--- src/rtl/mod_period_detect.sv ---
// Period detector: measures the waveform period (in valid samples) between
// successive rising zero crossings, using a symmetric hysteresis band.
module mod_period_detect #(
    parameter logic signed [31:0] HYST       = 32'sd4096,
    parameter logic        [31:0] MAX_PERIOD = 32'd1_000_000
) (
    input  logic               i_clk,
    input  logic               i_rst_n,
    input  logic               i_clear,
    input  logic signed [31:0] i_sample,
    input  logic               i_valid,
    output logic        [31:0] o_period,
    output logic               o_period_valid,
    output logic               o_locked,
    output logic               o_timeout
);

    typedef enum logic [1:0] {
        S_SEEK_LOW = 2'd0,
        S_ARMED    = 2'd1,
        S_MEASURE  = 2'd2
    } state_e;

    // Lower threshold formed in 33 bits so negating any positive HYST is exact.
    localparam logic signed [32:0] NEG_HYST = -$signed({HYST[31], HYST});

    state_e             state_q;
    logic        [31:0] cnt_q;
    logic               pol_q;
    logic        [31:0] period_q;
    logic               period_valid_q;
    logic               locked_q;
    logic               timeout_q;

    logic signed [32:0] sample_ext_c;
    logic               is_high_c;
    logic               is_low_c;
    logic               rise_c;
    logic        [31:0] cnt_inc_c;
    logic               at_max_c;

    // Threshold classification of the incoming sample and counter lookahead.
    always_comb begin
        sample_ext_c = $signed({i_sample[31], i_sample});
        is_high_c    = (i_sample >= HYST);
        is_low_c     = (sample_ext_c <= NEG_HYST);
        rise_c       = is_high_c && !pol_q;
        cnt_inc_c    = cnt_q + 32'd1;
        at_max_c     = (cnt_inc_c == MAX_PERIOD);
    end

    // Seek/arm/measure sequencer with registered period, lock and pulse outputs.
    always_ff @(posedge i_clk or negedge i_rst_n) begin
        if (!i_rst_n) begin
            state_q        <= S_SEEK_LOW;
            cnt_q          <= 32'd0;
            pol_q          <= 1'b0;
            period_q       <= 32'd0;
            period_valid_q <= 1'b0;
            locked_q       <= 1'b0;
            timeout_q      <= 1'b0;
        end else begin
            period_valid_q <= 1'b0;
            timeout_q      <= 1'b0;
            if (i_clear) begin
                state_q  <= S_SEEK_LOW;
                cnt_q    <= 32'd0;
                pol_q    <= 1'b0;
                locked_q <= 1'b0;
            end else if (i_valid) begin
                case (state_q)
                    S_SEEK_LOW: begin
                        // Waiting for a negative half so a mid-positive start is not an edge.
                        if (is_low_c) begin
                            pol_q   <= 1'b0;
                            state_q <= S_ARMED;
                        end
                    end
                    S_ARMED: begin
                        // First rising edge is only the reference point.
                        if (rise_c) begin
                            pol_q   <= 1'b1;
                            cnt_q   <= 32'd0;
                            state_q <= S_MEASURE;
                        end else if (is_low_c) begin
                            pol_q <= 1'b0;
                        end
                    end
                    S_MEASURE: begin
                        if (rise_c) begin
                            // An edge on the last allowed sample still counts as a period.
                            pol_q          <= 1'b1;
                            period_q       <= cnt_inc_c;
                            period_valid_q <= 1'b1;
                            locked_q       <= 1'b1;
                            cnt_q          <= 32'd0;
                        end else begin
                            if (is_low_c) begin
                                pol_q <= 1'b0;
                            end
                            if (at_max_c) begin
                                timeout_q <= 1'b1;
                                locked_q  <= 1'b0;
                                cnt_q     <= 32'd0;
                                state_q   <= S_SEEK_LOW;
                            end else begin
                                cnt_q <= cnt_inc_c;
                            end
                        end
                    end
                    default: begin
                        state_q <= S_SEEK_LOW;
                        cnt_q   <= 32'd0;
                    end
                endcase
            end
        end
    end

    assign o_period       = period_q;
    assign o_period_valid = period_valid_q;
    assign o_locked       = locked_q;
    assign o_timeout      = timeout_q;

endmodule

--- config.mk ---
export PLATFORM = sky130hd
export DESIGN_NAME = mod_period_detect
export DESIGN_NICKNAME = d
export VERILOG_FILES = /design/src/rtl/mod_period_detect.sv
export SDC_FILE = /design/constraint.sdc
export NUM_CORES = 1
export LEC_CHECK = 0
export CAP_MARGIN = 30
export CORE_ASPECT_RATIO = 0.5
export CORE_UTILIZATION = 50
export DETAILED_ROUTE_END_ITERATION = 12
export GPL_ROUTABILITY_DRIVEN = 0
export PLACE_DENSITY = 0.8
export SLEW_MARGIN = 25
export SYNTH_ARGS = -nofsm -noshare
export SYNTH_HDL_FRONTEND = slang
export SYNTH_SLANG_ARGS = --single-unit
--- constraint.sdc ---
create_clock -name i_clk -period 6 [get_ports i_clk]
set_clock_uncertainty 0.2 [all_clocks]
set_input_delay 1.2 -clock i_clk [delete_from_list [all_inputs] [get_ports i_clk]]
set_output_delay 1.2 -clock i_clk [all_outputs]
set_load 0.02 [all_outputs]
After elaboration in Yosys (flattened, before gate mapping). Index checks and enable logic that the tools add are counted. Widths: inputs -> output; s select.

Flip-flop bits (word level): 70. Logic and storage cells: 64. Output and inout bits: 35.

Bitwise operators: 1. Order comparisons: 2. Equal/unequal tests: 8. Multiplexer cells: 32. Add/sub/neg operators: 1. Reduce and logical (&&, ||, !) cells: 13.

Operators by type and width (count): $mux 32 (5); $pmux 32 s3 (1); $add 32x1->32 const B (1); $eq 32x20->1 const B (1); $ge 32x14->1 const B (1); $le 32x13->1 const B (1); $mux 1 (18); $mux 2 (6); $ne 3x3->1 const B (4); $pmux 2 s3 (1); $reduce_and 3->1 (2); $reduce_bool 3->1 (2); $reduce_and 5->1 (1); $reduce_and 4->1 (1); $reduce_bool 2->1 (2); $eq 2x1->1 const B (1); $eq 2x2->1 const B (1); $logic_not 2->1 (1); $ne 2x2->1 const B (1); $pmux 1 s2 (1); $reduce_and 2->1 (1); $reduce_or 2->1 (1); $logic_and 1x1->1 (1); $logic_not 1->1 (1); $not 1->1 (1).

Longest topological paths before layout. Gate-level depths: netlist (run 1).

Word-level depth: 7. Mapped depth: 11. Depth with buffers taken out: 9.

Worst setup path after synthesis (run 1). Ideal clock, no wire load.

Path type: reg2reg. From: register cnt_q[0]. To: register cnt_q[1]. Required time: 5.679 ns. Setup time: 0.121 ns. Arrival: 3.110 ns. Path slack: 2.569 ns. Stages on the path, launching flop included: 11. Path through: dfrtp_1 -> ha_1 -> buf_2 -> nand4_1 -> or4_4 -> or3_1 -> a2111oi_0 -> or4b_1 -> and4bb_4 -> nor2_1 -> a22o_1.

Word-level cells in the longest chain between the ends: 7.

Ends and longest elaborated chain: start: declaration (RTL line 28) `logic [31:0] cnt_q;`; start signal: assignment (RTL line 107) `cnt_q <= cnt_inc_c;`; $add 32x1->32 * (RTL line 48) `cnt_inc_c = cnt_q + 32'd1;`; $eq 32x20->1 (RTL line 49) `at_max_c = (cnt_inc_c == MAX_PERIOD);`; $mux 32 * (RTL line 101) `if (at_max_c) begin`; $mux 32 * (RTL line 90) `if (rise_c) begin`; $pmux 32 s3 * (RTL line 71) `case (state_q)`; $mux 32 * (RTL line 70) `end else if (i_valid) begin`; $mux 32 * (RTL line 65) `if (i_clear) begin`.

Every way passes the cells marked *; elsewhere a longest branch is shown, timed or not. The select of a mux whose other input is x is not followed. A chain may end at the register's enable or synchronous reset.

Final worst setup path (run 1).
From: register cnt_q[0]. To: register cnt_q[6].

The elaborated chain is that of the path after synthesis.

==> impl_metrics.py, run 1 <==
metrics = {
    "floorplan": {
        "fp.coreArea_um2": 7600,
        "fp.dieArea_um2": 8520,
        "boundaryPins": 71,
        "placement_rows": 22,
        "starting_density_of_the_core_pct": 53.5,
        "die_x_um": 130,
        "fp.dieH_um": 65.8,
    },
    "cells_and_area": {
        "drive_above_1_share_pct": 7.47,
        "final_common_cell": "dfrtp_1",
        "number_of_fillers_in_the_final_layout": 620,
        "area_delta_synth_final_pct": 26.3,
        "mostFrequentLayoutCells": "70 x dfrtp_1, 69 x clkdlybuf4s50_1, 56 x nand2_1, 38 x o21ai_0, 28 x nor2_1",
        "fin_nets": 546,
        "inserted_diodes": 0,
    },
    "worst_setup_path": {
        "reg2reg_slack_ns": 1.64,
        "buffers_plus_inverters_on_the_worst_setup_path": 0,
        "crit-reg2reg-capture": "cnt_q[6]",
        "timing.setup.critical_path_class": "reg2reg",
        "setup.worst_path.start_class": "register",
        "required_ns": 6.01,
        "worst-r2r-cell-count": 9,
        "worstPathMaxFanout": 10,
        "critPathCaptureType": "register",
        "crit_slowest_cell": "or4_4",
        "crit_path_cell_trace": "ha_1 -> nand4_1 -> or4_4 -> or3_1 -> a2111oi_0 -> or4b_1 -> nand4bb_4 -> a21oi_4 -> nor2_1",
        "crit_path_dat_ns": 4.37,
        "reg2reg_from": "cnt_q[0]",
        "crit_family": "simple AND/OR/NAND/NOR gates",
        "max_stage_delay_ns": 0.62,
    },
    "global_route": {
        "vias_in_the_first_global_route": 3297,
        "wire_length_of_the_first_global_routing_pass_um": 16500,
        "antenna_found_initial": 0,
        "grt_start_max_net_pins": 71,
        "globalRouteOverflowTotal": 0,
        "grt_util_all_layers_pct": 26.1,
    },
    "yosys": {
        "yosys_register_bits": 70,
        "ys_types": 51,
        "post_synthesis_share_of_cell_area_spent_on_xor_and_xnor_gates_pct": 7.97,
        "syn_inst": 448,
        "largest_family_of_logic_cells_by_synthesized_area": "simple AND/OR/NAND/NOR gates",
        "synthMuxAreaShare_pct": 1.57,
        "yosys.area_share.adder_pct": 1.85,
        "synth_fp_nets": 490,
        "synth_seq_area_share_pct": 43.1,
        "syn_std_cell_area_um2": 4070,
        "post_synth.cell_area_avg_um2": 9.07,
        "synthArstFlopShare_pct": 100,
        "synth_top_flop_cell": "dfrtp_1",
        "synth_enable_flop_cells": 0,
        "synth_simple_gate_area_share_pct": 27.6,
        "synth-compound-area-share_pct": 13.7,
        "synth.yosys.warnings": 0,
    },
    "sta": {
        "slew_viol_final": 0,
        "finalCritPeriodShare_pct": 72.7,
        "max_slew.worst_pin.slew_ns": 0.805,
        "setup_viol": 0,
        "fin_ws_ns": 1.64,
        "fin_setup_tns_ns": 0,
        "rsz0062_at_grt": "no",
        "timing.fmax_ghz": 0.229,
        "max_slew_margin_pct": 46.0,
        "period_minus_slack_ns": 4.36,
        "timing_hold_violations_final": 0,
    },
    "drt": {
        "via_per_inst": 5.97,
        "avgRoutedWirePerCell_um": 16.4,
        "firstDrtPassIters": 5,
        "drt-initial-drc-count": 374,
        "wl_um": 10100,
        "detail_route_antenna_nets": 0,
        "remaining_drc_errors": 0,
        "vias": 3682,
    },
    "run": {
        "cap_viol_max_count": 0,
    },
    "clock_network": {
        "h_tree_lvl_count": 3,
        "cts_tree": "built",
        "worst_skew_pair.late_latency_ns": 0.34,
        "clock_tree.root_cell": "clkbuf_16",
        "post_cts_resize_count": 0,
        "cts_buffers": 9,
        "cts_sinks": 70,
        "cts.clk_slew.worst_paths_ns": 0.06,
        "cts_setup_buffers": 0,
        "post_cts_hold_buffers": 0,
        "clockBufferDepth": 2,
    },
    "power": {
        "pwr_density_cell_nw_per_um2": 246,
        "static-leakage-power_uw": 0.00204,
        "vdd.ir_drop.worst_v": 0.000136,
    },
    "min_path": {
        "holdPathStages": 2,
        "hold_start": "o_period[26]",
        "hold_path_class": "reg2reg",
        "whs_endpoint": "o_period[26]",
    },
    "placement": {
        "post-place-ws_ns": 1.50,
        "dpl.hpwl_um": 7030,
        "buffers_on_ports": 70,
    },
    "run_status": {
        "outcome": "completed",
    },
}
==> power breakdown <==
part | internal [uW] | switching (uW)
combinational | 71.0 | 116
clock | 373 | 202
sequential | 489 | 11.1
==> cell usage after synthesis, types with 2 or more instances <==
cell type / number / share of area, %
a31oi_1: 3 / 0.46
o211ai_1: 3 / 0.55
nor4_1: 13 / 2.0
a2111oi_0: 3 / 0.65
nand4b_1: 2 / 0.43
dfrtp_1: 70 / 43
or3_1: 7 / 1.1
mux2i_1: 3 / 0.74
or4b_1: 2 / 0.49
buf_2: 5 / 0.62
o31ai_1: 9 / 1.7
or2_2: 4 / 0.62
and4b_1: 2 / 0.49
nand2_1: 56 / 5.2
ha_1: 6 / 1.8
mux2_2: 3 / 0.83
clkbuf_1: 19 / 1.8
inv_1: 8 / 0.74
and3_1: 15 / 2.3
a21oi_1: 16 / 2.0
nor3b_1: 6 / 1.1
nand3_1: 15 / 1.8
a311oi_1: 2 / 0.43
buf_4: 6 / 1.1
and4_1: 7 / 1.5
and2_1: 3 / 0.46
nor3_1: 15 / 1.8
nand2b_1: 3 / 0.46
xnor2_1: 25 / 5.4
nand4_1: 13 / 2.0
nand3b_1: 3 / 0.55
nor2_1: 28 / 2.6
a21o_1: 3 / 0.55
o21ai_0: 38 / 4.7
a211oi_1: 3 / 0.55
xor2_1: 12 / 2.6
or4_1: 2 / 0.37
o21ba_2: 2 / 0.49
==> cells by family (layout without fill, tap and decap cells) <==
| group | after synthesis | count (layout) |
|---|---|---|
| simple gates | 202 | 202 |
| compound gates | 89 | 89 |
| flops | 70 | 70 |
| buf+inv | 38 | 99 |
| xor+xnor | 37 | 37 |
| fa+ha+maj | 6 | 6 |
| mux | 6 | 6 |
==> stage by stage <==
| step | util, % | power, uW | std cells | cell area, um^2 | hold slack [ns] |
|---|---|---|---|---|---|
| floorplan | - | 608 | 448 | 4070 | 0.281 |
| global placement | 63.0 | 686 | 600 | 4780 | 0.261 |
| detailed placement | 63.0 | 689 | 600 | 4780 | 0.270 |
| CTS | 67.2 | 1260 | 616 | 5110 | 0.283 |
| global route | 67.6 | 1300 | 617 | 5140 | 0.306 |
| finish | 67.6 | 1260 | 617 | 5140 | 0.281 |
==> routing by layer <==
layer / up-vias / global-route usage, % / wire (um)
li1: 1726 / - / -
met1: 1749 / 36.3 / 4600
met2: 178 / 39.3 / 4410
met3: 29 / 6.76 / 886
met4: 0 / 9.16 / 207
met5: - / 0 / 0
==> worst register-to-register path: cells and delay by family (launching register included) <==
family                   cells  cell delay [ns]
AND/OR/NAND/NOR              6             2.15
AO/OA/AOI/OAI                2             0.90
adder cells (fa/ha/maj)      1             0.48
flip-flops                   1             0.51
==> worst max-delay path by stage <==
stage | from | to | slack [ns] | cells after the start
after floorplan | cnt_q[0] | cnt_q[1] | 2.57 | 10
after CTS | cnt_q[0] | cnt_q[6] | 1.72 | 9
final | cnt_q[0] | cnt_q[6] | 1.64 | 9
after detailed placement | i_sample[18] | cnt_q[4] | 1.50 | 8
after global routing | cnt_q[0] | cnt_q[6] | 1.51 | 9
after global placement | i_sample[18] | cnt_q[2] | 1.64 | 8
==> layout make-up <==
type                    count  area, um^2  share of cell area (%)
repair buffers             75         753                    14.7
well taps                 108         135                    2.63
inverters                   8        30.0                   0.585
clock inverters             6        85.1                    1.66
multi-input cells         340        2140                    41.7
flip-flops and latches     70        1750                    34.1
clock buffers              10         239                    4.65
==> registers in the layout, indices dropped and copies added, names as in the netlist <==
name            flops
o_locked            1
o_period_valid      1
state_q             2
pol_q               1
cnt_q              32
o_period           32
o_timeout           1
(Power assumes the default switching activity.)
==> run 2: changes to the inputs <==
Settings changed: CORE_UTILIZATION 50 to 48, PLACE_DENSITY 0.8 to 0.81.
Clock period 6 ns to 3.8 ns, I/O delays scaled along.
==> impl_metrics.py, run 2 (synthesized netlist as in run 1, its figures left out) <==
metrics = {
    "floorplan": {
        "die_x_um": 132,
        "placement_rows": 23,
        "fp.dieArea_um2": 8860,
        "fp.dieH_um": 67.1,
        "boundaryPins": 71,
        "starting_density_of_the_core_pct": 50.1,
        "fp.coreArea_um2": 8120,
    },
    "clock_network": {
        "cts.clk_slew.worst_paths_ns": 0.05,
        "post_cts_hold_buffers": 0,
        "clockBufferDepth": 2,
        "clock_tree.root_cell": "clkbuf_16",
        "worst_skew_pair.late_latency_ns": 0.34,
        "cts_buffers": 9,
        "cts_sinks": 70,
        "h_tree_lvl_count": 3,
        "cts_tree": "built",
    },
    "power": {
        "p_sw_uw": 523,
        "share_comb_of_total_power_pct": 16.2,
        "seq_power_share_pct": 40.3,
        "clockPowerShare_pct": 43.6,
        "p_int_uw": 1440,
        "vdd.ir_drop.worst_v": 0.000222,
        "switching_part_of_the_total_pct": 26.7,
        "static-leakage-power_uw": 0.00209,
        "pwr_density_cell_nw_per_um2": 377,
    },
    "sta": {
        "fin_setup_tns_ns": 0,
        "timing.fmax_ghz": 0.275,
        "slew_viol_final": 0,
        "timing_hold_violations_final": 0,
        "rsz0062_at_grt": "no",
        "max_slew_margin_pct": 43.3,
        "setup_viol": 0,
        "max_slew.worst_pin.slew_ns": 0.848,
        "finalCritPeriodShare_pct": 95.6,
        "period_minus_slack_ns": 3.63,
    },
    "drt": {
        "firstDrtPassIters": 6,
        "wl_um": 10700,
        "avgRoutedWirePerCell_um": 17.0,
        "via_per_inst": 5.83,
        "vias": 3681,
        "drt-initial-drc-count": 355,
        "remaining_drc_errors": 0,
        "detail_route_antenna_nets": 0,
    },
    "global_route": {
        "grt_util_all_layers_pct": 25.8,
        "antenna_found_initial": 0,
        "grt_start_max_net_pins": 60,
        "wire_length_of_the_first_global_routing_pass_um": 17300,
        "vias_in_the_first_global_route": 3425,
        "globalRouteOverflowTotal": 0,
    },
    "placement": {
        "place.detailed.instances": 614,
        "buffers_on_ports": 70,
        "post_dp_cell_area_um2": 4880,
        "dpl.hpwl_um": 7740,
    },
    "cells_and_area": {
        "area_delta_synth_final_pct": 27.7,
        "final_cells": 631,
        "fin_nets": 556,
        "final_cell_area_um2": 5190,
        "mostFrequentLayoutCells": "69 x dfrtp_1, 69 x clkdlybuf4s50_1, 56 x nand2_1, 38 x o21ai_0, 28 x nor2_1",
        "drive_above_1_share_pct": 9.25,
        "inserted_diodes": 0,
    },
    "run": {
        "cap_viol_max_count": 0,
    },
    "worst_setup_path": {
        "critPathCaptureType": "register",
        "timing.setup.critical_path_class": "reg2reg",
        "worstPathMaxFanout": 8,
        "crit_path_dat_ns": 3.65,
        "setup.worst_path.start_class": "register",
        "required_ns": 3.81,
    },
    "min_path": {
        "hold_path_class": "reg2reg",
    },
    "run_status": {
        "outcome": "completed",
    },
}
[run 2: power by group through the flow]
stage          registers, uW  logic, uW  clock network (uW)
3_3_place_gp             802        302                   0
2_1_floorplan            815        146                   0
6_report                 789        317                 853
5_1_grt                  791        341                 895
3_5_place_dp             802        310                   0
4_1_cts                  789        314                 864
[run 2: cell type report]
class / instances / area, um^2
clock buffers: 13 / 260
well taps: 112 / 140
inverters: 8 / 30.0
flip-flops and latches: 70 / 1750
multi-input cells: 340 / 2150
fillers: 693 / 2920
repair buffers: 85 / 821
clock inverters: 3 / 42.5
[run 2: worst paths after layout]
check                             startpoint            to  slack, ns  depth (start not counted)
min in group asynchronous            i_rst_n  o_period[29]       0.30                          1
worst max register to register      cnt_q[6]     cnt_q[14]       0.17                          8
worst min register to register  o_period[12]  o_period[12]       0.28                          2
worst max-delay path                cnt_q[6]     cnt_q[14]       0.17                          8
max in group asynchronous            i_rst_n  o_period[18]       2.32                          2
worst min-delay path            o_period[12]  o_period[12]       0.28                          2
[run 2: repair_timing]
action	4_1_cts	5_1_grt
gates resized for setup	0	2
endpoints found under the hold margin	0	0
endpoints found under the setup margin	0	11
buffers inserted	0	1
[run 2: layer usage]
layer	share of wire, %	global-route usage (%)	vias to the layer above
met4	1.5	7.70	0
met5	0	0	-
met2	45	43.1	156
met1	44	32.5	1767
met3	9.2	7.69	16
li1	-	-	1742
[run 2: critical path, stage by stage, from the launching register on]
cell	delay [ns]
dfrtp_1	0.54
nand4_4	0.23
or4_4	0.62
or3_1	0.35
a2111oi_0	0.38
or4b_4	0.54
nand4bb_4	0.24
a21oi_4	0.31
nor2_1	0.09
[run 2: stage by stage]
stage                     power, uW  worst slack, ns  utilization (%)  hold slack [ns]
final                          1960            0.167             64.0            0.277
after global routing           2030           0.0201             64.0            0.316
after CTS                      1970            0.132             63.8            0.282
after detailed placement       1110            0.147             60.1            0.265
after global placement         1100            0.218             60.1            0.262
after floorplan                 961            0.369                -            0.264
==> run 3: changes to the inputs <==
Settings changed: CORE_ASPECT_RATIO 0.5 to default, SLEW_MARGIN 25 to default.
==> impl_metrics.py, run 3 (synthesized netlist as in run 1, its figures left out) <==
metrics = {
    "drt": {
        "firstDrtPassIters": 6,
        "vias": 3707,
        "avgRoutedWirePerCell_um": 16.4,
        "drt-initial-drc-count": 442,
        "via_per_inst": 5.97,
        "wl_um": 10200,
        "remaining_drc_errors": 0,
        "detail_route_antenna_nets": 0,
    },
    "cells_and_area": {
        "layout.area.seq_um2": 1750,
        "inserted_diodes": 0,
        "mostFrequentLayoutCells": "70 x dfrtp_1, 69 x clkdlybuf4s50_1, 56 x nand2_1, 38 x o21ai_0, 28 x nor2_1",
        "number_of_fillers_in_the_final_layout": 680,
        "fin_nets": 553,
        "finalCoreUtilization_pct": 61.3,
        "area_delta_synth_final_pct": 23.9,
        "final_common_cell": "dfrtp_1",
        "drive_above_1_share_pct": 8.72,
        "multiInputGateArea_um2": 2140,
    },
    "run_status": {
        "outcome": "completed",
    },
    "global_route": {
        "globalRouteOverflowTotal": 0,
        "antenna_found_initial": 0,
        "grt_util_all_layers_pct": 24.3,
        "grt_start_max_net_pins": 71,
        "wire_length_of_the_first_global_routing_pass_um": 16500,
        "vias_in_the_first_global_route": 3346,
    },
    "power": {
        "static-leakage-power_uw": 0.00202,
        "switching_part_of_the_total_pct": 30.0,
        "seq_power_share_pct": 46.3,
        "p_sw_uw": 512,
        "clockPowerShare_pct": 35.7,
        "vdd.ir_drop.worst_v": 0.000207,
        "p_int_uw": 1190,
        "pwr_density_cell_nw_per_um2": 338,
        "share_comb_of_total_power_pct": 18.0,
        "p_total_uw": 1700,
    },
    "floorplan": {
        "fp.dieH_um": 94.0,
        "fp.dieArea_um2": 8840,
        "starting_density_of_the_core_pct": 49.5,
        "die_x_um": 94.0,
        "placement_rows": 33,
        "boundaryPins": 71,
        "fp.coreArea_um2": 8220,
    },
    "placement": {
        "dpl.hpwl_um": 7610,
        "post-place-ws_ns": 0.264,
        "buffers_on_ports": 70,
    },
    "worst_setup_path": {
        "critPathCaptureType": "register",
        "timing.setup.critical_path_class": "reg2reg",
        "setup.worst_path.start_class": "register",
        "worstPathMaxFanout": 7,
        "required_ns": 3.83,
        "reg2reg_slack_ns": 0.19,
        "crit_path_dat_ns": 3.64,
    },
    "clock_network": {
        "clockBufferDepth": 2,
        "post_cts_resize_count": 0,
        "cts_tree": "built",
        "cts_setup_buffers": 0,
        "cts_sinks": 70,
        "cts_buffers": 9,
        "h_tree_lvl_count": 3,
        "worst_skew_pair.late_latency_ns": 0.36,
        "cts.clk_slew.worst_paths_ns": 0.08,
        "post_cts_hold_buffers": 0,
        "clock_tree.root_cell": "clkbuf_8",
    },
    "sta": {
        "rsz0062_at_grt": "no",
        "max_slew_margin_pct": 38.4,
        "timing.fmax_ghz": 0.277,
        "fin_setup_tns_ns": 0,
        "finalHoldWorstSlack_ns": 0.284,
        "timing_hold_violations_final": 0,
        "slew_viol_final": 0,
        "setup_viol": 0,
        "finalCritPeriodShare_pct": 95.1,
        "period_minus_slack_ns": 3.61,
        "fin_ws_ns": 0.188,
        "max_slew.worst_pin.slew_ns": 0.921,
    },
    "run": {
        "cap_viol_max_count": 0,
    },
    "min_path": {
        "hold_path_class": "reg2reg",
    },
}
-- run 3: changes by cell type in the layout (fill, tap and decap cells not counted), sizes merged --
cell	previous run	this run
inv	8	9
clkinv	1	4
clkbuf	13	9
buf	16	13
-- run 3: stage by stage --
step	area, um^2	instances
after global routing	5040	621
final	5040	621
after global placement	4840	605
after CTS	5040	621
after floorplan	4070	448
after detailed placement	4840	605
-- run 3: final cells by class --
type	instances	share of cell area, %
Timing Repair Buffer	82	15.6
Inverter	8	0.596
Tap cell	105	2.61
Multi-Input combinational cell	340	42.5
Clock inverter	7	1.47
Sequential cell	70	34.8
Clock buffer	9	2.46
-- run 3: path summary, 6_finish.rpt --
| path | startpoint | depth (start not counted) | endpoint |
|---|---|---|---|
| min | o_period[23] | 2 | o_period[23] |
| max | cnt_q[0] | 9 | state_q[0] |
| max reg2reg | cnt_q[0] | 9 | state_q[0] |
| min in group asynchronous | i_rst_n | 2 | o_period[7] |
| min reg2reg | o_period[23] | 2 | o_period[23] |
| max in group asynchronous | i_rst_n | 2 | cnt_q[17] |
-- run 3: per-layer routing --
layer | global-route usage [%] | part of all wire [%]
met2 | 36.7 | 45
met4 | 12.3 | 3.0
met3 | 4.21 | 7.8
met5 | 0 | 0
met1 | 33.2 | 44
-- run 3: critical path, cell delays in order, from the launching register on --
cell and delay [ns]:
dfrtp_1 0.47, ha_1 0.20, nand4_1 0.16, or4_4 0.61
or3_1 0.35, a2111oi_0 0.38, or4b_1 0.52, and4b_1 0.33
o22ai_2 0.12, mux2i_1 0.14
-- run 3: power by group through the flow --
stage | registers, uW | clock network, uW | logic (uW)
after floorplan | 815 | 0 | 146
after global placement | 801 | 0 | 296
after detailed placement | 803 | 0 | 306
after CTS | 788 | 611 | 307
after global routing | 791 | 651 | 335
final | 788 | 608 | 307
